`config.mk`:
```
export PLATFORM = sky130hd
export DESIGN_NAME = instr_fetch_unit
export DESIGN_NICKNAME = d
export VERILOG_FILES = /design/src/rtl/instr_fetch_unit.sv
export SDC_FILE = /design/constraint.sdc
export NUM_CORES = 1
export LEC_CHECK = 0
export BUFFER_PORTS_ARGS = -buffer_cell sky130_fd_sc_hd__buf_4
export CAP_MARGIN = 30
export CORE_ASPECT_RATIO = 0.5
export CORE_MARGIN = 4
export CORE_UTILIZATION = 40
export CTS_CLUSTER_DIAMETER = 50
export DETAILED_ROUTE_END_ITERATION = 10
export PLACE_DENSITY_LB_ADDON = 0.15
export SYNTH_ARGS = -nofsm -noshare
export SYNTH_HDL_FRONTEND = slang
export SYNTH_SLANG_ARGS = --single-unit
```
`constraint.sdc`:
```
create_clock -name clk -period 1.9 [get_ports clk]
set_input_delay 0.475 -clock clk [delete_from_list [all_inputs] [get_ports clk]]
set_output_delay 0.475 -clock clk [all_outputs]
set_load 0.05 [all_outputs]
```
`src/rtl/instr_fetch_unit.sv`:
```
// Instruction fetch: owns the PC, reads the instruction memory each cycle
// and queues {pc, instr} in a 2-entry prefetch buffer for decode.
module instr_fetch_unit #(
    parameter int          BITS     = 32,
    parameter int          ADDR_W   = 5,
    parameter logic [31:0] RESET_PC = 32'h0000_0000
) (
    input  logic              clk,
    input  logic              rst_n,
    output logic [ADDR_W-1:0] imem_endr,
    input  logic [BITS-1:0]   imem_dout,
    input  logic              redirect_valid,
    input  logic [31:0]       redirect_pc,
    output logic              out_valid,
    input  logic              out_ready,
    output logic [BITS-1:0]   out_instr,
    output logic [31:0]       out_pc
);

    localparam logic [31:0] PC_MASK = 32'hFFFF_FFFC;

    logic [31:0]     pc;
    logic [31:0]     pc_next;
    logic [1:0]      count;
    logic [1:0]      count_next;
    logic [BITS-1:0] head_instr;
    logic [BITS-1:0] head_instr_next;
    logic [31:0]     head_pc;
    logic [31:0]     head_pc_next;
    logic [BITS-1:0] tail_instr;
    logic [BITS-1:0] tail_instr_next;
    logic [31:0]     tail_pc;
    logic [31:0]     tail_pc_next;
    logic            pop;
    logic            push;

    // Memory address comes straight from the register: no handshake path.
    assign imem_endr = pc[ADDR_W+1:2];

    assign out_valid = (count != 2'd0);
    assign out_instr = head_instr;
    assign out_pc    = head_pc;

    assign pop  = out_valid & out_ready;
    assign push = !redirect_valid & ((count != 2'd2) | pop);

    always_comb begin
        pc_next         = pc;
        count_next      = count;
        head_instr_next = head_instr;
        head_pc_next    = head_pc;
        tail_instr_next = tail_instr;
        tail_pc_next    = tail_pc;
        if (redirect_valid) begin
            // Flush; head registers keep their last contents.
            count_next = 2'd0;
            pc_next    = redirect_pc & PC_MASK;
        end else begin
            if (push) begin
                pc_next = pc + 32'd4;
            end
            unique case (count)
                2'd0: begin
                    if (push) begin
                        head_instr_next = imem_dout;
                        head_pc_next    = pc;
                        count_next      = 2'd1;
                    end
                end
                2'd1: begin
                    if (push && pop) begin
                        head_instr_next = imem_dout;
                        head_pc_next    = pc;
                    end else if (push) begin
                        tail_instr_next = imem_dout;
                        tail_pc_next    = pc;
                        count_next      = 2'd2;
                    end else if (pop) begin
                        count_next = 2'd0;
                    end
                end
                2'd2: begin
                    // At count 2 a pop always comes with a push.
                    if (pop) begin
                        head_instr_next = tail_instr;
                        head_pc_next    = tail_pc;
                        tail_instr_next = imem_dout;
                        tail_pc_next    = pc;
                    end
                end
                default: begin
                    count_next = 2'd0;
                end
            endcase
        end
    end

    always_ff @(posedge clk or negedge rst_n) begin
        if (!rst_n) begin
            pc         <= RESET_PC & PC_MASK;
            count      <= 2'd0;
            head_instr <= '0;
            head_pc    <= '0;
            tail_instr <= '0;
            tail_pc    <= '0;
        end else begin
            pc         <= pc_next;
            count      <= count_next;
            head_instr <= head_instr_next;
            head_pc    <= head_pc_next;
            tail_instr <= tail_instr_next;
            tail_pc    <= tail_pc_next;
        end
    end

endmodule

```
==> out/results.ini <==
[place]
dp.cells=977
place.gp.congestion=0.774
dpl_cell_area_mm2=0.00849
port_buffers=133
hpwl_um=10900

[sta]
tns_ns=0
rsz0062_at_grt=no
fin_crit_sh_pct=95.9
fin_skew_ns=0.0106
max_slew.worst_pin.slew_ns=0.582
setup_viol=0
drv_slew=0
finalHoldViolations=0
post-route-min-period_ns=1.82
fmax_mhz=549
slew_headroom_pct=61.2

[floorplan]
core_area_mm2=0.0168
die_y_um=102
die-area_mm2=0.0199
rows=33
initial_core_util_pct=41.9
chipWidth_um=196
io_pins=138

[clock_tree]
htreeDepth=4
clock_latency_ns=0.42
clock_path_buffers=2
cts_sinks=156
clk_pin_slew_ns=0.06
cts-root-buf=clkbuf_16
numCtsBuffers=17
cts_tree=yes

[synthesis]
yosysUniqueCellTypes=42
synth-edff-count=0
synth_seq_cells=156
syn_inst=626
synth-seq-area-share_pct=55.4
synth_area_mm2=0.00705
ys.flop_type=dfrtp_1
ys_top_cells_by_area=dfrtp_1 (55%), mux2_2 (9.1%), mux2i_1 (8.5%)
yosys_warnings=0
synthArstFlopShare_pct=100
avgSynthCellArea_um2=11.3
synth_top_area_share_pct=55.4
synth_top_cell_by_area=dfrtp_1

[routing]
dr_wl_met3_um=689
wl_met1_um=8070
wl_um=16400
wl_met2_um=7520
vias_per_cell=5.11
avgRoutedWirePerCell_um=16.3
top_layer=met4
detail-route-antenna-nets=0
via_count=5160
firstDrtPassIters=4
drt-initial-drc-count=192
drc=0

[worst_setup_path]
rrSetupSlack_ns=0.10
crit_top_cell=buf_4
cp.required_ns=1.42
crit_chain=buf_4 -> nor2_4 -> inv_1 -> buf_4
worst_setup_path_start_kind=flip-flop
crit_path_end=out_valid
slowest_stage=dfrtp_1
critPathMaxStageDelay_ns=0.37
worstSetupPathType=flip-flop to output pin
critical_path.max_fanout=6
r2r_cells=6
end_kind=output pin
crit_path_start=count[1]
arrival_ns=1.35
timing.rr.end=tail_instr[12]
rr_startpoint=count[0]

[min_path]
hold_start=redirect_pc[17]
hp-class=input port to flip-flop

[layout]
fin_area_mm2=0.00912
final_cells=1010
diodes=0
drive_gt1_share_pct=34.6
fin_nets=840
area_growth_pct=29.4
final_cell_mix=buf_4 (162), dfrtp_1 (156), nand2_1 (88)
final_common_cell=buf_4

[power]
ir_worst_vdd_v=0.000663
p_total_uw=10600
p_per_area_mw_per_mm2=1170
leakage_uw=0.00420

[global_routing]
globalRouteOverflowTotal=0
grt_pass1_wl_um=27000
grt_pass1_vias=5295
antenna_found_initial=0
grt_use_total_pct=16.8
grt_max_degree=65

[job]
cap_violations=0

[outcome]
status=completed

-- how the worst min path moves through the flow --
stage            endpoint  slack, ns  depth (start not counted)
6_report           pc[17]       0.27                          3
5_1_grt            pc[11]       0.26                          3
4_1_cts            pc[17]       0.25                          3
3_5_place_dp   out_pc[19]       0.41                          1
3_3_place_gp   out_pc[25]       0.41                          1
2_1_floorplan    count[0]       0.18                          0
-- state kept, by name, indices dropped and copies added, names as in the netlist --
register	count
out_pc	30
out_instr	32
tail_instr	32
tail_pc	30
pc	30
count	2
-- layout make-up --
cell class / instances / area [um2]
fill: 1508 / 7680
sequential: 156 / 3900
multi-input combinational: 418 / 2920
timing repair buffer: 172 / 1400
clock buffer: 18 / 429
tap: 227 / 284
clock inverter: 13 / 169
inverter: 6 / 22.5
-- power breakdown --
part	leakage [uW]	switching [uW]	internal [uW]
logic	0.00204	1640	1070
registers	0.00187	401	4050
clock network	0.000279	1400	2070
-- repair_timing --
action | 4_1_cts | 5_1_grt
hold endpoints to repair | 30 | 0
cloned | 0 | 1
setup buffers | 0 | 0
setup endpoints to repair | 1 | 9
resized for setup | 2 | 4
hold buffers | 1 | 0
pin swaps | 0 | 1
-- critical path: cells and delay by family, from the launching register on --
kind          cells  cell delay [ns]
buf+inv           3             0.43
flops             1             0.37
simple gates      1             0.14
-- routing by layer --
layer  up-vias  GRT usage, %
met4         0          4.66
met1      2552          23.4
met5         -             0
met3        10          3.69
met2        92          26.8
li1       2506             -
-- cell families (layout without fill, tap and decap cells) --
group	after synthesis	in the layout	share of synthesized area (%)
other	1	2	0.0532
buffers and inverters	54	209	4.08
AOI/OAI and AO/OA	114	114	9.12
muxes	122	122	18.4
adders and majority gates	1	1	0.177
xor gates and xnor gates	8	8	0.994
DFF	156	156	55.4
and+or+nand+nor	170	171	11.8
-- cells in the mapped netlist, types with 3 or more instances --
library cell  instances
and3_1                3
nand2_1              88
mux2_2               57
or3_1                 3
and2_1                3
and4_1                3
buf_2                10
mux2i_1              60
nand4_1               6
buf_4                15
or4_1                17
o211ai_1              8
nor2_1               18
mux2_1                5
dfrtp_1             156
a21oi_1               5
a31oi_1              12
o21ai_0              73
xor2_1                6
nand3_1              19
o31ai_1              10
nor2b_1               3
inv_1                 5
clkbuf_1             19
-- per-stage QoR --
step           hold WS, ns  utilization [%]  worst slack (ns)
2_1_floorplan        0.179                -             0.197
3_3_place_gp         0.407             50.5           -0.0117
3_5_place_dp         0.413             50.5           -0.0845
4_1_cts              0.249             54.2          -0.00686
5_1_grt              0.261             54.3           0.00161
6_report             0.265             54.3            0.0770
(Power assumes the default switching activity.)
